<file path="src/rtl/alu_result_stage.sv">
`default_nettype none
// ============================================================================
// Module   : alu_result_stage
// Purpose  : EX/MEM pipeline boundary for the ALU result. Registers the adder
//            result, destination register and qualified write enable; derives
//            N/Z/C/V from the adder's MSB carries and holds the architectural
//            condition-flag register; supplies a combinational zero detect for
//            CBZ/CBNZ resolution in EX.
// Ports    : clk, reset (sync, active-high)
//            ex_valid, ex_result[WIDTH], ex_cout_msb, ex_cin_msb,
//            ex_set_flags, ex_reg_write, ex_rd[5], stall, flush   (inputs)
//            mem_valid, mem_result[WIDTH], mem_rd[5], mem_reg_write,
//            flag_n, flag_z, flag_c, flag_v, ex_zero              (outputs)
//            perf_issued[32], perf_flag_updates[32]  (only with macro)
// Config   : `ALU_STAGE_PERF_EN adds two saturating 32-bit event counters.
// Revision : 1.0 - initial release
// ============================================================================
module alu_result_stage #(
    parameter int WIDTH = 64
) (
    input  logic             clk,
    input  logic             reset,
    input  logic             ex_valid,
    input  logic [WIDTH-1:0] ex_result,
    input  logic             ex_cout_msb,
    input  logic             ex_cin_msb,
    input  logic             ex_set_flags,
    input  logic             ex_reg_write,
    input  logic [4:0]       ex_rd,
    input  logic             stall,
    input  logic             flush,
    output logic             mem_valid,
    output logic [WIDTH-1:0] mem_result,
    output logic [4:0]       mem_rd,
    output logic             mem_reg_write,
    output logic             flag_n,
    output logic             flag_z,
    output logic             flag_c,
    output logic             flag_v,
    output logic             ex_zero
`ifdef ALU_STAGE_PERF_EN
    ,
    output logic [31:0]      perf_issued,
    output logic [31:0]      perf_flag_updates
`endif
);

    localparam logic [4:0] C_XZR = 5'd31;

    // ------------------------------------------------------------------
    // Combinational decode
    // ------------------------------------------------------------------
    logic w_normal;
    logic w_flag_load;
    logic w_zero;

    assign w_zero      = (ex_result == '0);
    assign w_normal    = !flush && !stall;
    assign w_flag_load = w_normal && ex_valid && ex_set_flags;
    assign ex_zero     = w_zero;

    // ------------------------------------------------------------------
    // Pipeline and flag state
    // ------------------------------------------------------------------
    logic             mem_valid_q,     mem_valid_d;
    logic [WIDTH-1:0] mem_result_q,    mem_result_d;
    logic [4:0]       mem_rd_q,        mem_rd_d;
    logic             mem_reg_write_q, mem_reg_write_d;
    logic [3:0]       flags_q,         flags_d;   // {N, Z, C, V}

    always_comb begin
        mem_valid_d     = mem_valid_q;
        mem_result_d    = mem_result_q;
        mem_rd_d        = mem_rd_q;
        mem_reg_write_d = mem_reg_write_q;
        flags_d         = flags_q;
        if (flush) begin
            // Bubble: architectural flags are intentionally left untouched.
            mem_valid_d     = 1'b0;
            mem_result_d    = '0;
            mem_rd_d        = '0;
            mem_reg_write_d = 1'b0;
        end else if (!stall) begin
            mem_valid_d     = ex_valid;
            mem_result_d    = ex_result;
            mem_rd_d        = ex_rd;
            // Writes to XZR are dropped here so MEM/WB never see them.
            mem_reg_write_d = ex_valid && ex_reg_write && (ex_rd != C_XZR);
        end
        if (w_flag_load) begin
            // The adder already produced borrow-as-carry for subtracts, so
            // C is taken straight from the MSB carry-out.
            flags_d = {ex_result[WIDTH-1], w_zero, ex_cout_msb,
                       ex_cin_msb ^ ex_cout_msb};
        end
    end

    always_ff @(posedge clk) begin
        if (reset) begin
            mem_valid_q     <= 1'b0;
            mem_result_q    <= '0;
            mem_rd_q        <= '0;
            mem_reg_write_q <= 1'b0;
            flags_q         <= '0;
        end else begin
            mem_valid_q     <= mem_valid_d;
            mem_result_q    <= mem_result_d;
            mem_rd_q        <= mem_rd_d;
            mem_reg_write_q <= mem_reg_write_d;
            flags_q         <= flags_d;
        end
    end

    assign mem_valid     = mem_valid_q;
    assign mem_result    = mem_result_q;
    assign mem_rd        = mem_rd_q;
    assign mem_reg_write = mem_reg_write_q;
    assign flag_n        = flags_q[3];
    assign flag_z        = flags_q[2];
    assign flag_c        = flags_q[1];
    assign flag_v        = flags_q[0];

`ifdef ALU_STAGE_PERF_EN
    // ------------------------------------------------------------------
    // Saturating event counters
    // ------------------------------------------------------------------
    localparam logic [31:0] C_CNT_MAX = 32'hFFFF_FFFF;

    logic [31:0] perf_issued_q, perf_issued_d;
    logic [31:0] perf_flag_updates_q, perf_flag_updates_d;

    always_comb begin
        perf_issued_d       = perf_issued_q;
        perf_flag_updates_d = perf_flag_updates_q;
        if (w_normal && ex_valid && (perf_issued_q != C_CNT_MAX)) begin
            perf_issued_d = perf_issued_q + 32'd1;
        end
        if (w_flag_load && (perf_flag_updates_q != C_CNT_MAX)) begin
            perf_flag_updates_d = perf_flag_updates_q + 32'd1;
        end
    end

    always_ff @(posedge clk) begin
        if (reset) begin
            perf_issued_q       <= '0;
            perf_flag_updates_q <= '0;
        end else begin
            perf_issued_q       <= perf_issued_d;
            perf_flag_updates_q <= perf_flag_updates_d;
        end
    end

    assign perf_issued       = perf_issued_q;
    assign perf_flag_updates = perf_flag_updates_q;
`endif

endmodule

`default_nettype wire

</file>
<file path="config.mk">
export PLATFORM = sky130hd
export DESIGN_NAME = alu_result_stage
export DESIGN_NICKNAME = d
export VERILOG_FILES = /design/src/rtl/alu_result_stage.sv
export SDC_FILE = /design/constraint.sdc
export NUM_CORES = 1
export LEC_CHECK = 0
export BUFFER_PORTS_ARGS = -buffer_cell sky130_fd_sc_hd__buf_4
export CORE_MARGIN = 8
export CORE_UTILIZATION = 40
export DETAILED_ROUTE_END_ITERATION = 6
export GPL_ROUTABILITY_DRIVEN = 0
export PLACE_DENSITY = 0.76
export RECOVER_POWER = 50
export SLEW_MARGIN = 0
export SYNTH_ARGS = -nofsm -noshare
export SYNTH_HDL_FRONTEND = slang
export SYNTH_SLANG_ARGS = --single-unit
export TNS_END_PERCENT = 100
</file>
<file path="constraint.sdc">
create_clock -name clk -period 1.3 [get_ports clk]
set_input_delay 0.065 -clock clk [delete_from_list [all_inputs] [get_ports clk]]
set_output_delay 0.065 -clock clk [all_outputs]
set_load 0.005 [all_outputs]
</file>
==> results.rst, run 1 <==
.. list-table::
   :header-rows: 1

   * - Metric
     - Value
   * - Run status
     - complete, but fails checks
   * - Violations in the final reports
     - negative setup slack
   * - Share of the cycle needed by the critical path after routing
     - 108%
   * - # port buffers
     - 153
   * - GRT met1 Usage
     - 21.8%
   * - Die area
     - 0.00993 mm2
   * - Hold Violations, Final
     - 0
   * - Routed WL
     - 10500 um
   * - Area added between synthesis and finish
     - 84.8%
   * - H-tree levels
     - 3
   * - Net count, final
     - 572
   * - Clock buffer count from CTS
     - 9
   * - Detailed-route vias per instance
     - 4.79
   * - Synth async-reset ratio
     - 0%
   * - Worst hold stages
     - 3
   * - Clock root cell
     - sky130_fd_sc_hd__clkbuf_8
   * - R2R depth
     - 3
   * - Critical path peak fanout
     - 2
   * - Top_reg_cell synth
     - sky130_fd_sc_hd__dfxtp_1
   * - Worst endpoint data arrival time
     - 1340 ps
   * - CP max stage delay
     - 570 ps
   * - Worst-margin pin slew
     - 523 ps
   * - Library cells used by synthesis
     - 20
   * - Static leakage
     - 2.43 nW
   * - Clock tree from TritonCTS
     - done
   * - Leading cell types in the layout, fill and taps excluded
     - 160 x sky130_fd_sc_hd__buf_4, 75 x sky130_fd_sc_hd__dfxtp_1, 74 x sky130_fd_sc_hd__nor2_1, 72 x sky130_fd_sc_hd__mux2i_1, 49 x sky130_fd_sc_hd__dlygate4sd3_1
   * - Proportion of layout cells with a drive suffix above 1
     - 42.1%
   * - Global-route wire length before repair
     - 15800 um
   * - Count of final max-slew check failures
     - 0
   * - Vias in the first global route
     - 3056
   * - Gr ovfl total
     - 0
   * - Number of flops mapped to enable cells by yosys
     - 0
   * - Area inside the core boundary
     - 0.00679 mm2
   * - Worst hold slack after final layout
     - 19.0 ps
   * - Average wire per standard cell
     - 17.7 um
   * - Pin count of the biggest net entering global routing
     - 73
   * - Busiest layer in global routing
     - met2
   * - Mean area per synthesized cell
     - 10.4 um2
   * - Area of the mapped netlist
     - 0.00280 mm2
   * - GRT met3 Usage
     - 7.05%
   * - Most frequent standard cell in the layout excluding fill and tap cells
     - sky130_fd_sc_hd__buf_4
   * - Power density of the placed cells
     - 1100 mW/mm2
   * - Number of gates on the worst path with buffers counted
     - 6
   * - Via count of the routed design
     - 2852
   * - Crit path buf inv count
     - 3
   * - Cell Chain, Critical Path
     - buf_4, nor4_4, nand4_1, or4_4, inv_2, buf_6
   * - Worst Path Required
     - 1240 ps
   * - Die span in x
     - 99.7 um
   * - Initial Utilization
     - 41.2%
   * - Hold crit path type
     - primary input to flip-flop
   * - Die Y-Extent
     - 99.7 um
   * - Warnings from Yosys
     - 0
   * - Number of nets produced by synthesis
     - 348
   * - Max-cap viol count
     - 0
   * - Number of antenna violations at the first check in global routing
     - 0
   * - Detailed-placement wirelength estimate
     - 6720 um
   * - Worst slew margin relative to its limit
     - 65.1%
   * - Total of flip-flops plus latches after synthesis
     - 75
   * - Final number of setup-violating endpoints
     - 3
   * - Row Count
     - 30
   * - Worst-Skew Late Latency
     - 330 ps
   * - Clock Sink Count
     - 75
   * - Worst Setup End Kind
     - primary output
   * - 1st-iter DRT viols
     - 83
   * - Min cycle time layout
     - 1400 ps
   * - Fraction of met2 tracks used by global routing
     - 35.4%
   * - Max rail drop VDD
     - 0.000860 V
   * - Worst setup slack after placement
     - -411 ps
   * - Worst setup slack after layout
     - -102 ps
   * - Sequential area share after synthesis
     - 53.6%
   * - Number of instances in the synthesized netlist
     - 270
   * - Count of unresolved DRC violations after routing
     - 0
   * - Kind of launch point of the worst setup path
     - primary input
   * - Maximum root-to-sink buffer count
     - 2
   * - Gate family responsible for the most delay along the worst path
     - simple AND/OR/NAND/NOR gates
   * - Cell with the largest stage delay on the worst path
     - sky130_fd_sc_hd__or4_4
   * - CTS clock-pin slew for the worst setup and hold paths
     - 70 ps
   * - Detail Route Antenna Nets
     - 0
   * - Path type of the worst setup path
     - primary input to primary output
   * - Timing-limited maximum frequency
     - 0.713 GHz
   * - Router iterations before antenna repair
     - 4
   * - Tot GR Track Use
     - 20.0%
   * - Setup repair after global routing missed its margin
     - true
   * - Number of antenna repair diodes
     - 0
   * - Post-route clock skew
     - 0 ps
   * - Ports
     - 154
-- power breakdown --
group / internal [mW] / switching (mW)
clock: 1.53 / 0.876
sequential: 2.37 / 0.0411
combinational: 0.528 / 0.357
total: 4.42 / 1.27
-- routing by layer --
metal / wire [um] / up-vias
met2: 5380 / 113
met1: 4210 / 1339
met4: 197 / 0
met5: 0 / -
li1: - / 1380
met3: 725 / 20
-- what timing repair did --
item | 4_1_cts | 5_1_grt
endpoints found under the setup margin | 2 | 5
pin swaps | 3 | 6
gates resized for setup | 14 | 19
cloned | 0 | 0
hold endpoints to repair | 51 | 0
hold buffers | 49 | 0
buffers inserted | 1 | 1
-- state kept, by name (all words and copies together) (netlist names) --
register and cells:
mem_valid 1, flags_q 4, mem_reg_write 1, mem_rd 5, mem_result 64
-- synthesized netlist by cell type (2+ instances only) --
| library cell | instances | area (um2) |
|---|---|---|
| sky130_fd_sc_hd__dfxtp_1 | 75 | 1500 |
| sky130_fd_sc_hd__nor2_1 | 74 | 278 |
| sky130_fd_sc_hd__mux2i_1 | 72 | 721 |
| sky130_fd_sc_hd__nor4_1 | 14 | 87.6 |
| sky130_fd_sc_hd__clkbuf_1 | 10 | 37.5 |
| sky130_fd_sc_hd__buf_2 | 7 | 35.0 |
| sky130_fd_sc_hd__nand4_1 | 4 | 25.0 |
| sky130_fd_sc_hd__nor4_2 | 2 | 25.0 |
-- stage by stage --
stage	TNS (ps)	area, um2	total power [mW]	utilization, %	cells
2_1_floorplan	0	2800	2.72	-	270
3_3_place_gp	-729	4230	3.15	62.3	530
3_5_place_dp	-791	4230	3.16	62.3	530
4_1_cts	-190	5080	5.69	74.8	596
5_1_grt	-394	5170	5.93	76.1	595
6_report	-257	5170	5.70	76.1	595
-- cell type report --
type / count / area, um2
clock buffer: 10 / 138
tap: 96 / 120
clock inverter: 6 / 136
fill: 470 / 1620
inverter: 1 / 3.75
timing repair buffer: 230 / 1900
sequential: 75 / 1500
multi-input combinational: 177 / 1380
-- worst reg2reg max path: stages (launching register included) --
cell,delay (ps)
sky130_fd_sc_hd__dfxtp_1,320
sky130_fd_sc_hd__mux2i_1,140
sky130_fd_sc_hd__dlygate4sd3_1,570
sky130_fd_sc_hd__nor2_1,40
-- path summary, 6_finish.rpt --
path	to	from	slack, ps
hold reg to reg	mem_reg_write	mem_reg_write	480
hold / removal	mem_result[52]	ex_result[52]	20
setup / recovery	ex_zero	ex_result[3]	-100
setup reg to reg	mem_result[40]	mem_result[40]	130
-- logic make-up (layout without fill, tap and decap cells) --
group | after synthesis | in the layout | synth area share, %
flip-flops | 75 | 75 | 53.6
XOR/XNOR | 1 | 1 | 0.313
multiplexers | 72 | 72 | 25.7
AND/OR/NAND/NOR | 101 | 101 | 16.7
buffers and inverters | 18 | 247 | 2.73
AO/OA/AOI/OAI | 3 | 3 | 0.894
(Power assumes the default switching activity.)
==> run 2: changes to the inputs <==
- HOLD_SLACK_MARGIN: not set -> 0.06
==> results.rst, run 2 (synthesis results as in run 1) <==
.. list-table::
   :header-rows: 1

   * - Metric
     - Value
   * - Initial Utilization
     - 41.2%
   * - Critical path peak fanout
     - 2
   * - Net count, final
     - 588
   * - FF/Latch Area
     - 0.00150 mm2
   * - Kind of launch point of the worst setup path
     - primary input
   * - Power density of the placed cells
     - 1080 mW/mm2
   * - Placed Instance Area
     - 0.00423 mm2
   * - Area inside the core boundary
     - 0.00679 mm2
   * - Fraction of power consumed by the clock network
     - 41.9%
   * - Static leakage
     - 2.48 nW
   * - Count of unresolved DRC violations after routing
     - 0
   * - Worst Setup End Kind
     - primary output
   * - Path type of the worst setup path
     - primary input to primary output
   * - Final number of setup-violating endpoints
     - 3
   * - Worst hold stages
     - 4
   * - Worst slew margin relative to its limit
     - 66.3%
   * - Hold crit path type
     - primary input to flip-flop
   * - 1st-iter DRT viols
     - 82
   * - Post-route cell area
     - 0.00529 mm2
   * - Worst endpoint data arrival time
     - 1400 ps
   * - Total area of multi-input combinational cells
     - 0.00136 mm2
   * - Router iterations before antenna repair
     - 4
   * - Die area
     - 0.00993 mm2
   * - Die span in x
     - 99.7 um
   * - Max rail drop VDD
     - 0.000867 V
   * - Routed WL
     - 11200 um
   * - Number of antenna violations at the first check in global routing
     - 0
   * - Worst setup slack after layout
     - -165 ps
   * - Fill cell total of the finished layout
     - 441
   * - Global-route wire length before repair
     - 16600 um
   * - Worst-margin pin slew
     - 505 ps
   * - Hold Violations, Final
     - 0
   * - H-tree levels
     - 3
   * - Int Power
     - 4.45 mW
   * - Placed Instances
     - 530
   * - Worst R2R Setup Slack
     - 130 ps
   * - Setup repair after global routing missed its margin
     - true
   * - Violations in the final reports
     - negative setup slack
   * - Worst setup slack after placement
     - -411 ps
   * - Vias in the first global route
     - 3209
   * - Row Count
     - 30
   * - Most frequent standard cell in the layout excluding fill and tap cells
     - sky130_fd_sc_hd__buf_4
   * - Proportion of layout cells with a drive suffix above 1
     - 40.2%
   * - Worst-Skew Late Latency
     - 330 ps
   * - Setup tns final
     - -295 ps
   * - Worst Path Required
     - 1240 ps
   * - Clock Sink Count
     - 75
   * - Cell with the largest stage delay on the worst path
     - sky130_fd_sc_hd__or4_4
   * - Number of flip-flops under the largest register name
     - 64
   * - Maximum root-to-sink buffer count
     - 2
   * - Tot GR Track Use
     - 21.0%
   * - Via count of the routed design
     - 2961
   * - Min cycle time layout
     - 1470 ps
   * - Gr ovfl total
     - 0
   * - Detailed-placement wirelength estimate
     - 6720 um
   * - Count of final max-slew check failures
     - 0
   * - Post-route clock skew
     - 0 ps
   * - Run status
     - complete, but fails checks
   * - Worst hold slack after final layout
     - 85.6 ps
   * - Max-cap viol count
     - 0
   * - Leading cell types in the layout, fill and taps excluded
     - 164 x sky130_fd_sc_hd__buf_4, 75 x sky130_fd_sc_hd__dfxtp_1, 74 x sky130_fd_sc_hd__nor2_1, 72 x sky130_fd_sc_hd__mux2i_1, 65 x sky130_fd_sc_hd__dlygate4sd3_1
   * - Area added between synthesis and finish
     - 89.0%
   * - Switching power
     - 1.29 mW
   * - Ports
     - 154
   * - Number of antenna repair diodes
     - 0
   * - Cell Chain, Critical Path
     - buf_8, nor4_4, nand4_1, or4_4, inv_2, buf_6
   * - Detailed-route vias per instance
     - 4.85
   * - CP max stage delay
     - 570 ps
   * - CTS clock-pin slew for the worst setup and hold paths
     - 70 ps
   * - Net Sw Frac
     - 22.5%
   * - Detail Route Antenna Nets
     - 0
   * - Non-Filler Instances
     - 611
   * - Timing-limited maximum frequency
     - 0.682 GHz
   * - Clock buffer count from CTS
     - 9
   * - Clock tree from TritonCTS
     - done
   * - # port buffers
     - 153
   * - R2R depth
     - 3
   * - Average wire per standard cell
     - 18.3 um
   * - Share of total power in sequential cells
     - 42.1%
   * - Pin count of the biggest net entering global routing
     - 73
   * - Die Y-Extent
     - 99.7 um
   * - Gate power share
     - 16.1%
   * - Clock root cell
     - sky130_fd_sc_hd__clkbuf_8
   * - Share of the cycle needed by the critical path after routing
     - 113%
## run 2: cell count changes in the layout (fill, tap and decap cells not counted), moves of 2 or more
cell	change
sky130_fd_sc_hd__clkbuf_1	+2
sky130_fd_sc_hd__dlygate4sd3_1	+16
sky130_fd_sc_hd__clkbuf_4	-2
sky130_fd_sc_hd__buf_4	+4
sky130_fd_sc_hd__buf_6	-3
## run 2: repair_timing
item                       in CTS  in global routing
setup buffers                   1                  1
resized for setup              14                 12
hold buffers                   65                  0
setup endpoints to repair       2                  5
hold endpoints to repair       66                  0
pin swaps                       3                  3
## run 2: worst paths after layout
check | from | end
worst min-delay path | ex_result[43] | mem_result[43]
worst min register to register | mem_reg_write | mem_reg_write
worst max-delay path | ex_result[14] | ex_zero
worst max register to register | mem_result[40] | mem_result[40]
## run 2: routing by layer
layer	global-route usage (%)	part of all wire [%]
met1	22.3	39
met2	37.0	51
met3	7.61	7.4
met4	7.92	2.4
met5	0	0
## run 2: power by group through the flow
stage / registers [mW] / logic (mW) / clock network [mW]
5_1_grt: 2.42 / 0.984 / 2.55
4_1_cts: 2.41 / 0.872 / 2.44
2_1_floorplan: 2.47 / 0.251 / 0
3_5_place_dp: 2.46 / 0.698 / 0
6_report: 2.41 / 0.922 / 2.40
3_3_place_gp: 2.46 / 0.686 / 0
## run 2: layout make-up
| class | count | share of cell area [%] |
|---|---|---|
| clock inverter | 6 | 2.58 |
| timing repair buffer | 246 | 38.4 |
| sequential | 75 | 28.4 |
| multi-input combinational | 177 | 25.7 |
| tap | 96 | 2.27 |
| clock buffer | 10 | 2.60 |
| inverter | 1 | 0.0710 |
## run 2: worst max-delay path: cells and delay by family
family / cells / cell delay (ps)
buffers and inverters: 3 / 250
AND/OR/NAND/NOR: 3 / 1080
## run 2: metrics by stage
stage	power [mW]	utilization, %
final	5.74	77.9
after global routing	5.96	77.9
after CTS	5.73	77.2
after detailed placement	3.16	62.3
after global placement	3.15	62.3
after floorplan	2.72	-
==> run 3: changes to the inputs <==
- CORE_UTILIZATION: 40 -> 44
- PLACE_DENSITY: 0.76 -> 0.79
- SETUP_SLACK_MARGIN: not set -> 0.5
- clock period: 1.3 -> 1.4 ns (I/O delays scaled with it)
==> results.rst, run 3 (synthesis results as in run 1) <==
.. list-table::
   :header-rows: 1

   * - Metric
     - Value
   * - Hold Violations, Final
     - 0
   * - Run status
     - complete, but fails checks
   * - Critical path peak fanout
     - 2
   * - Row Count
     - 29
   * - Area inside the core boundary
     - 0.00624 mm2
   * - # port buffers
     - 153
   * - Net count, final
     - 580
   * - Router iterations before antenna repair
     - 4
   * - Timing-limited maximum frequency
     - 0.625 GHz
   * - Ports
     - 154
   * - Clock root cell
     - sky130_fd_sc_hd__clkbuf_8
   * - Fill cell total of the finished layout
     - 382
   * - Clock Sink Count
     - 75
   * - Die area
     - 0.00917 mm2
   * - Max-cap viol count
     - 0
   * - Worst Setup End Kind
     - primary output
   * - Via count of the routed design
     - 2911
   * - Worst hold slack after final layout
     - 74.9 ps
   * - Worst setup slack after layout
     - -201 ps
   * - Path type of the worst setup path
     - primary input to primary output
   * - Global-route wire length before repair
     - 15400 um
   * - FF/Latch Area
     - 0.00155 mm2
   * - Placed Instance Area
     - 0.00409 mm2
   * - Worst Path Required
     - 1330 ps
   * - Detailed-route vias per instance
     - 4.98
   * - Post-route cell area
     - 0.00519 mm2
   * - Die span in x
     - 95.8 um
   * - Min cycle time layout
     - 1600 ps
   * - Static leakage
     - 2.40 nW
   * - Worst slew margin relative to its limit
     - 48.9%
   * - Worst endpoint data arrival time
     - 1530 ps
   * - Violations in the final reports
     - negative setup slack
   * - Number of flip-flops under the largest register name
     - 64
   * - Detail Route Antenna Nets
     - 0
   * - Final core area utilization
     - 83.1%
   * - Average wire per standard cell
     - 19.0 um
   * - CP max stage delay
     - 610 ps
   * - Initial Utilization
     - 44.8%
   * - Clock buffer count from CTS
     - 9
   * - Setup repair after global routing missed its margin
     - true
   * - Proportion of layout cells with a drive suffix above 1
     - 42.8%
   * - Count of unresolved DRC violations after routing
     - 0
   * - Detailed-placement wirelength estimate
     - 6780 um
   * - Vias in the first global route
     - 3064
   * - Area added between synthesis and finish
     - 85.4%
   * - 1st-iter DRT viols
     - 74
   * - Total power of the final layout
     - 5.08 mW
   * - CTS clock-pin slew for the worst setup and hold paths
     - 70 ps
   * - Post-route clock skew
     - 0 ps
   * - Power density of the placed cells
     - 980 mW/mm2
   * - Routed WL
     - 11100 um
   * - Clock tree from TritonCTS
     - done
   * - Die Y-Extent
     - 95.8 um
   * - Cell Chain, Critical Path
     - buf_4, nor4_1, nand4_1, or4_4, inv_2, buf_6
   * - Most frequent standard cell in the layout excluding fill and tap cells
     - sky130_fd_sc_hd__buf_4
   * - Leading cell types in the layout, fill and taps excluded
     - 117 x sky130_fd_sc_hd__buf_4, 74 x sky130_fd_sc_hd__nor2_1, 72 x sky130_fd_sc_hd__mux2i_1, 69 x sky130_fd_sc_hd__dlygate4sd3_1, 38 x sky130_fd_sc_hd__dfxtp_2
   * - Share of the cycle needed by the critical path after routing
     - 114%
   * - Total area of multi-input combinational cells
     - 0.00135 mm2
   * - Gr ovfl total
     - 0
   * - Worst setup slack after placement
     - -232 ps
   * - Tot GR Track Use
     - 21.9%
   * - Pin count of the biggest net entering global routing
     - 38
   * - H-tree levels
     - 3
   * - Worst-margin pin slew
     - 766 ps
   * - Maximum root-to-sink buffer count
     - 2
   * - Cell with the largest stage delay on the worst path
     - sky130_fd_sc_hd__or4_4
   * - Count of final max-slew check failures
     - 0
   * - Worst-Skew Late Latency
     - 340 ps
   * - Hold crit path type
     - primary input to flip-flop
   * - Max rail drop VDD
     - 0.000753 V
   * - Kind of launch point of the worst setup path
     - primary input
   * - Number of antenna violations at the first check in global routing
     - 0
   * - Final number of setup-violating endpoints
     - 2
   * - Number of antenna repair diodes
     - 0
-- run 3: final cells by class --
| class | count | share of cell area [%] |
|---|---|---|
| sequential | 75 | 29.9 |
| multi-input combinational | 177 | 26.0 |
| timing repair buffer | 238 | 37.6 |
| inverter | 1 | 0.0723 |
| clock inverter | 5 | 1.93 |
| tap | 77 | 1.86 |
| clock buffer | 11 | 2.72 |
-- run 3: power breakdown --
part | leakage (nW) | switching [mW] | total, mW | internal (mW)
Clock | 0.123 | 0.797 | 2.02 | 1.23
Combinational | 1.65 | 0.334 | 0.811 | 0.477
Sequential | 0.628 | 0.0409 | 2.25 | 2.21
-- run 3: final timing paths --
path                       start              to  slack (ps)  depth (start not counted)
setup reg to reg  mem_result[33]  mem_result[33]         620                          3
hold reg to reg    mem_reg_write   mem_reg_write         470                          2
setup / recovery   ex_result[17]         ex_zero        -200                          6
hold / removal     ex_result[19]  mem_result[19]          70                          4
-- run 3: per-stage QoR --
step	TNS [ps]	std cells
3_3_place_gp	-395	496
3_5_place_dp	-434	496
2_1_floorplan	0	270
6_report	-224	584
4_1_cts	-61.5	580
5_1_grt	-314	584
-- run 3: worst max-delay path: cells and delay by family --
kind | cells | cell delay [ps]
and+or+nand+nor | 3 | 1170
buffers and inverters | 3 | 280
-- run 3: what timing repair did --
| item | 4_1_cts | 5_1_grt |
|---|---|---|
| endpoints found under the setup margin | 5 | 43 |
| hold buffers | 68 | 1 |
| resized for setup | 17 | 56 |
| hold endpoints to repair | 70 | 1 |
| setup buffers | 0 | 3 |
| pin swaps | 6 | 5 |
-- run 3: routing by layer --
layer	wire length (um)	global-route usage, %	up-vias	share of wire (%)
met5	0	0	-	0
met4	337	9.86	0	3.0
met3	1060	7.41	27	9.6
met2	5690	39.1	122	51
met1	3980	22.8	1364	36
li1	-	-	1398	-
